**config.mk**
```make
export PLATFORM = sky130hd
export DESIGN_NAME = dmem_ctrl
export DESIGN_NICKNAME = d
export VERILOG_FILES = /design/src/rtl/dmem_ctrl_pkg.sv /design/src/rtl/dmem_lane.sv /design/src/rtl/dmem_ctrl.sv
export SDC_FILE = /design/constraint.sdc
export NUM_CORES = 1
export LEC_CHECK = 0
export ABC_CLOCK_PERIOD_IN_PS = 3700
export CAP_MARGIN = 20
export CELL_PAD_IN_SITES_DETAIL_PLACEMENT = 2
export CELL_PAD_IN_SITES_GLOBAL_PLACEMENT = 2
export CORE_ASPECT_RATIO = 0.5
export CORE_MARGIN = 1
export CORE_UTILIZATION = 25
export CTS_CLUSTER_SIZE = 12
export DETAILED_ROUTE_END_ITERATION = 8
export GPL_TIMING_DRIVEN = 0
export PLACE_DENSITY = 0.87
export REMOVE_ABC_BUFFERS = 1
export SLEW_MARGIN = 20
export SYNTH_ARGS = -nofsm -noshare
export SYNTH_HDL_FRONTEND = slang
export SYNTH_SLANG_ARGS = --single-unit
```
**constraint.sdc**
```tcl
create_clock -name clk -period 3.7 [get_ports clk]
set_input_delay 0.74 -clock clk [delete_from_list [all_inputs] [get_ports clk]]
set_output_delay 0.74 -clock clk [all_outputs]
set_load 0.02 [all_outputs]
```
**src/rtl/dmem_ctrl_pkg.sv**
```systemverilog
// Shared definitions for the data-memory controller: widths, funct3 size
// codes, FSM state encodings, default timeout and small decode helpers.
package dmem_ctrl_pkg;

  localparam int XLEN        = 32;
  localparam int TIMEOUT_DEF = 16;

  // FSM state encodings
  typedef logic [1:0] state_t;
  localparam state_t ST_IDLE = 2'd0;
  localparam state_t ST_REQ  = 2'd1;
  localparam state_t ST_RSP  = 2'd2;
  localparam state_t ST_DONE = 2'd3;

  // funct3 access size codes
  localparam logic [2:0] F3_B  = 3'b000;
  localparam logic [2:0] F3_H  = 3'b001;
  localparam logic [2:0] F3_W  = 3'b010;
  localparam logic [2:0] F3_BU = 3'b100;
  localparam logic [2:0] F3_HU = 3'b101;

  // Size field is funct3[1:0]; the unsigned bit does not matter here since
  // load data is always returned zero-extended.
  localparam logic [1:0] SZ_B = 2'b00;
  localparam logic [1:0] SZ_H = 2'b01;
  localparam logic [1:0] SZ_W = 2'b10;

  function automatic logic f3_valid(input logic [2:0] f3);
    return (f3 == F3_B) || (f3 == F3_H) || (f3 == F3_W) ||
           (f3 == F3_BU) || (f3 == F3_HU);
  endfunction

  function automatic logic misaligned(input logic [1:0] size, input logic [1:0] off);
    case (size)
      SZ_H:    return off[0];
      SZ_W:    return off != 2'b00;
      default: return 1'b0;
    endcase
  endfunction

endpackage

```
**src/rtl/dmem_lane.sv**
```systemverilog
// Byte-lane logic: byte enables, store data replication and load data
// steering (right-aligned, zero-filled). Purely combinational.
module dmem_lane
  import dmem_ctrl_pkg::*;
(
  input  logic [1:0]      size_i,
  input  logic [1:0]      off_i,
  input  logic [XLEN-1:0] wdata_i,
  input  logic [XLEN-1:0] rdata_i,
  output logic [3:0]      be_o,
  output logic [XLEN-1:0] wdata_o,
  output logic [XLEN-1:0] rdata_o
);

  // Decode lanes from access size and the low address bits
  always_comb begin
    be_o    = 4'b1111;
    wdata_o = wdata_i;
    rdata_o = rdata_i;
    case (size_i)
      SZ_B: begin
        be_o    = 4'b0001 << off_i;
        wdata_o = {4{wdata_i[7:0]}};
        rdata_o = (rdata_i >> {off_i, 3'b000}) & 32'h0000_00FF;
      end
      SZ_H: begin
        be_o    = 4'b0011 << {off_i[1], 1'b0};
        wdata_o = {2{wdata_i[15:0]}};
        rdata_o = (rdata_i >> {off_i[1], 4'b0000}) & 32'h0000_FFFF;
      end
      default: ;
    endcase
  end

endmodule

```
**src/rtl/dmem_ctrl.sv**
```systemverilog
// Data-memory controller: turns a mem-stage load/store into a single bus
// transaction (REQ -> optional RSP -> DONE), stalling the pipeline while it
// is outstanding, flagging misaligned accesses and aborting on timeout.
module dmem_ctrl
  import dmem_ctrl_pkg::*;
#(
  parameter int TIMEOUT = TIMEOUT_DEF
) (
  input  logic            clk,
  input  logic            rst,
  input  logic            wmem_en_i,
  input  logic            rmem_en_i,
  input  logic [XLEN-1:0] mem_addr_i,
  input  logic [XLEN-1:0] mem_data_i,
  input  logic [2:0]      funct3_i,
  output logic            stall_o,
  output logic [XLEN-1:0] rdata_o,
  output logic            misalign_o,
  output logic            bus_err_o,
  output logic            bus_req_o,
  output logic            bus_we_o,
  output logic [XLEN-1:0] bus_addr_o,
  output logic [3:0]      bus_be_o,
  output logic [XLEN-1:0] bus_wdata_o,
  input  logic            bus_gnt_i,
  input  logic            bus_rvalid_i,
  input  logic [XLEN-1:0] bus_rdata_i
);

  localparam int CW = $clog2(TIMEOUT) + 1;

  state_t            state_q, state_d;
  logic [CW-1:0]     cnt_q, cnt_d;
  logic [XLEN-1:0]   addr_q, addr_d;
  logic [1:0]        size_q, size_d;
  logic              we_q, we_d;
  logic [3:0]        be_q, be_d;
  logic [XLEN-1:0]   wdata_q, wdata_d;
  logic [XLEN-1:0]   rdata_q, rdata_d;
  logic              misalign_q, misalign_d;
  logic              err_q, err_d;

  logic              access;
  logic              mis;
  logic              tmo;
  logic [1:0]        lane_size;
  logic [1:0]        lane_off;
  logic [3:0]        lane_be;
  logic [XLEN-1:0]   lane_wdata;
  logic [XLEN-1:0]   lane_rdata;

  assign access = (wmem_en_i || rmem_en_i) && f3_valid(funct3_i);
  assign mis    = misaligned(funct3_i[1:0], mem_addr_i[1:0]);
  assign tmo    = (cnt_q == CW'(TIMEOUT - 1));

  // In IDLE the lanes decode the live request; afterwards the captured copy
  // steers the read response.
  assign lane_size = (state_q == ST_IDLE) ? funct3_i[1:0]    : size_q;
  assign lane_off  = (state_q == ST_IDLE) ? mem_addr_i[1:0]  : addr_q[1:0];

  dmem_lane u_lane (
    .size_i  (lane_size),
    .off_i   (lane_off),
    .wdata_i (mem_data_i),
    .rdata_i (bus_rdata_i),
    .be_o    (lane_be),
    .wdata_o (lane_wdata),
    .rdata_o (lane_rdata)
  );

  // Next-state, capture and handshake logic
  always_comb begin
    state_d    = state_q;
    cnt_d      = cnt_q;
    addr_d     = addr_q;
    size_d     = size_q;
    we_d       = we_q;
    be_d       = be_q;
    wdata_d    = wdata_q;
    rdata_d    = rdata_q;
    misalign_d = 1'b0;
    err_d      = 1'b0;
    stall_o    = 1'b0;
    bus_req_o  = 1'b0;
    case (state_q)
      ST_IDLE: begin
        if (access) begin
          if (mis) begin
            misalign_d = 1'b1;
          end else begin
            stall_o = 1'b1;
            state_d = ST_REQ;
            cnt_d   = '0;
            addr_d  = mem_addr_i;
            size_d  = funct3_i[1:0];
            we_d    = wmem_en_i;
            be_d    = lane_be;
            wdata_d = lane_wdata;
          end
        end
      end
      ST_REQ: begin
        stall_o = 1'b1;
        cnt_d   = cnt_q + CW'(1);
        if (tmo) begin
          state_d = ST_DONE;
          err_d   = 1'b1;
          rdata_d = '0;
        end else begin
          bus_req_o = 1'b1;
          if (bus_gnt_i) state_d = we_q ? ST_DONE : ST_RSP;
        end
      end
      ST_RSP: begin
        stall_o = 1'b1;
        cnt_d   = cnt_q + CW'(1);
        if (bus_rvalid_i) begin
          state_d = ST_DONE;
          rdata_d = lane_rdata;
        end else if (tmo) begin
          state_d = ST_DONE;
          err_d   = 1'b1;
          rdata_d = '0;
        end
      end
      ST_DONE: state_d = ST_IDLE;
      default: state_d = ST_IDLE;
    endcase
  end

  // State and output registers
  always_ff @(posedge clk or posedge rst) begin
    if (rst) begin
      state_q    <= ST_IDLE;
      cnt_q      <= '0;
      addr_q     <= '0;
      size_q     <= '0;
      we_q       <= 1'b0;
      be_q       <= '0;
      wdata_q    <= '0;
      rdata_q    <= '0;
      misalign_q <= 1'b0;
      err_q      <= 1'b0;
    end else begin
      state_q    <= state_d;
      cnt_q      <= cnt_d;
      addr_q     <= addr_d;
      size_q     <= size_d;
      we_q       <= we_d;
      be_q       <= be_d;
      wdata_q    <= wdata_d;
      rdata_q    <= rdata_d;
      misalign_q <= misalign_d;
      err_q      <= err_d;
    end
  end

  assign bus_addr_o  = {addr_q[XLEN-1:2], 2'b00};
  assign bus_we_o    = we_q;
  assign bus_be_o    = be_q;
  assign bus_wdata_o = wdata_q;
  assign rdata_o     = rdata_q;
  assign misalign_o  = misalign_q;
  assign bus_err_o   = err_q;

endmodule

```
==> results.yml <==
placed_design:
  gp_congestion: 0.755
  dp.final_hpwl_um: 14200
  port-buffer-count: 207
  dpl_worst_slack_ns: -0.912
  place_inst: 963
critical_path:
  cp.required_ns: 2.96
  cpMaxStageDelayCell: "a21boi_2"
  critical_path.top_delay_family: "buffers and inverters"
  cp_max_fo: 14
  crit_type: "in -> out"
  slowest_delay_ns: 0.40
  cp-end-kind: "primary output"
  cp_cell_sequence: "dlygate4sd2_1, inv_1, ha_1, o21ai_1, a21boi_2, nand3b_4, buf_16, a21oi_1, clkdlybuf4s15_2"
  critPathArrivalTime_ns: 2.72
  critPathLaunchType: "input port"
  path_buf_inv: 4
cells_and_area:
  nets: 793
  areaGrowthSynthToFinish_pct: 44.9
  final_cell_mix: "clkdlybuf4s50_1, dfrtp_1, nand2_1"
  antenna_cells: 0
  layoutNonFillerInstCount: 984
  layout_commonest_cell: "clkdlybuf4s50_1"
  drive_gt1_share_pct: 10.4
routing:
  vias_per_cell: 4.66
  drt-pass1-iter-count: 4
  routed_wl_um: 19900
  postRouteAntennaNets: 0
  drtIter0Drc: 187
  wl_per_cell_um: 20.3
  drc_errors: 0
  dr_total_vias: 4587
power:
  p_total_uw: 7170
  power_density_nw_per_um2: 874
  ir_worst_vdd_uv: 297
  power_leakage_uw: 0.00354
global_routing:
  antenna_found_initial: 0
  grt.overflow.total: 0
  grt_pass1_wl_um: 31100
  grt.total_usage_pct: 17.7
  grt_max_degree: 59
  grt_pass1_vias: 5301
die:
  die_h_um: 108
  ios: 210
  num_rows: 38
  die_w_um: 215
  initial_core_util_pct: 25.8
  die-area_um2: 23300
  core_um2: 21900
timing:
  holdWs_ns: 0.491
  finalWorstSetupSlack_ns: 0.236
  max_slew_margin_pct: 44.0
  period_share_pct: 93.6
  finalSetupViolCount: 0
  fmax_mhz: 289
  fin_crit_ns: 3.46
  hold_violations: 0
  rsz0062_at_grt: "no"
  slew_viol_final: 0
  final.setup_skew_ns: 0.00830
  worst_pin_slew_ns: 0.839
clock_tree:
  cts_root_buf: "clkbuf_16"
  cts.sinks: 112
  cts_tree: "yes"
  ctsHoldBuffers: 0
  cts_buffers: 9
  clkTransAtPathRegs_ns: 0.07
  htree_num_levels: 3
  clock_path_buffers: 2
  clk_latency_ns: 0.37
yosys:
  async_flop_share_pct: 100
  synth_ff_type: "dfrtp_1"
  synth_seq_cells: 112
  ys_warn_count: 0
  synth_cell_type_count: 51
  synth_seq_area_share_pct: 49.5
  syn_avg_cell_area_um2: 11.1
  synth_edf_count: 0
  syn_area_um2: 5660
  synthCells: 511
run_status:
  status: "completed"
job:
  drv_cap: 0
worst_hold_path:
  hp-class: "reg -> reg"
[cells by family (layout without fill, tap and decap cells)]
family	Yosys count	in the layout	share of synthesized area, %
buffers and inverters	77	247	8.84
adder cells (fa/ha/maj)	9	9	1.99
AO/OA/AOI/OAI	153	153	18.1
AND/OR/NAND/NOR	81	83	6.74
other	1	2	0.0662
multiplexers	78	78	14.8
flip-flops	112	112	49.5
[Yosys cell counts, types with 8 or more instances]
master,instances,share of area (%)
buf_2,10,0.88
inv_1,17,1.1
nor2_1,17,1.1
buf_4,35,4.6
ha_1,9,2.0
a22oi_1,13,1.7
o21ai_1,26,2.3
o21ai_0,24,2.1
buf_6,9,1.8
mux2i_1,36,6.4
mux2_2,14,2.8
a21oi_2,16,2.5
a21boi_1,8,1.1
mux2_1,27,5.4
nand2_1,42,2.8
a22o_1,17,2.6
dfrtp_1,112,50
a21oi_1,30,2.7
[where the power goes]
group	switching, uW	internal [uW]
logic	2120	1840
registers	364	1790
clock network	500	552
[metrics by stage]
stage | cell area (um^2) | utilization [%] | TNS (ns)
3_3_place_gp | 7670 | 35.0 | -255.10
6_report | 8200 | 37.4 | 0
5_1_grt | 8200 | 37.4 | 0
3_5_place_dp | 7800 | 35.6 | -0.912
2_1_floorplan | 5230 | - | 0
4_1_cts | 8200 | 37.4 | 0
[routing by layer]
metal | global-route usage [%] | share of wire, % | up-vias | wire length, um
li1 | - | - | 2118 | -
met1 | 20.4 | 42 | 2376 | 8310
met2 | 32.8 | 54 | 78 | 10700
met3 | 4.33 | 3.5 | 15 | 691
met4 | 4.95 | 1.1 | 0 | 217
met5 | 0 | 0 | - | 0
[registers in the layout, indices dropped and copies added, names as in the netlist]
| register | cells |
|---|---|
| cnt_q | 5 |
| bus_be_o | 4 |
| misalign_o | 1 |
| size_q | 2 |
| bus_wdata_o | 32 |
| bus_we_o | 1 |
| addr_q | 32 |
| bus_err_o | 1 |
| rdata_o | 32 |
| state_q | 2 |
[worst reg2reg max path, stage by stage, from the launching register on]
cell and delay, ns:
dfrtp_1 0.42, inv_1 0.13, ha_2 0.61, mux2i_4 0.76, and2_1 0.53, a21boi_4 0.42
a21oi_1 0.13, o21ai_1 0.16
[area by class of cell]
class / count / area [um^2]
clock buffer: 11 / 243
clock inverter: 5 / 63.8
fill: 2313 / 13700
inverter: 17 / 68.8
multi-input combinational: 325 / 2410
sequential: 112 / 2800
tap: 300 / 375
timing repair buffer: 214 / 2240
[path summary, 6_finish.rpt]
| check | startpoint | to | slack, ns | depth (start not counted) |
|---|---|---|---|---|
| setup / recovery | funct3_i[1] | stall_o | 0.24 | 9 |
| hold / removal | bus_wdata_o[17] | bus_wdata_o[17] | 0.49 | 2 |
| setup reg to reg | state_q[1] | rdata_o[2] | 0.48 | 7 |
| hold reg to reg | bus_wdata_o[17] | bus_wdata_o[17] | 0.49 | 2 |
| max in group asynchronous | rst | rdata_o[12] | 2.16 | 3 |
| min in group asynchronous | rst | addr_q[23] | 0.83 | 2 |
[timing repair]
action,CTS,global route
endpoints found under the setup margin,1,0
buffers inserted,1,0
gates resized for setup,5,0
No activity file was read; power rests on OpenSTA's default activity.
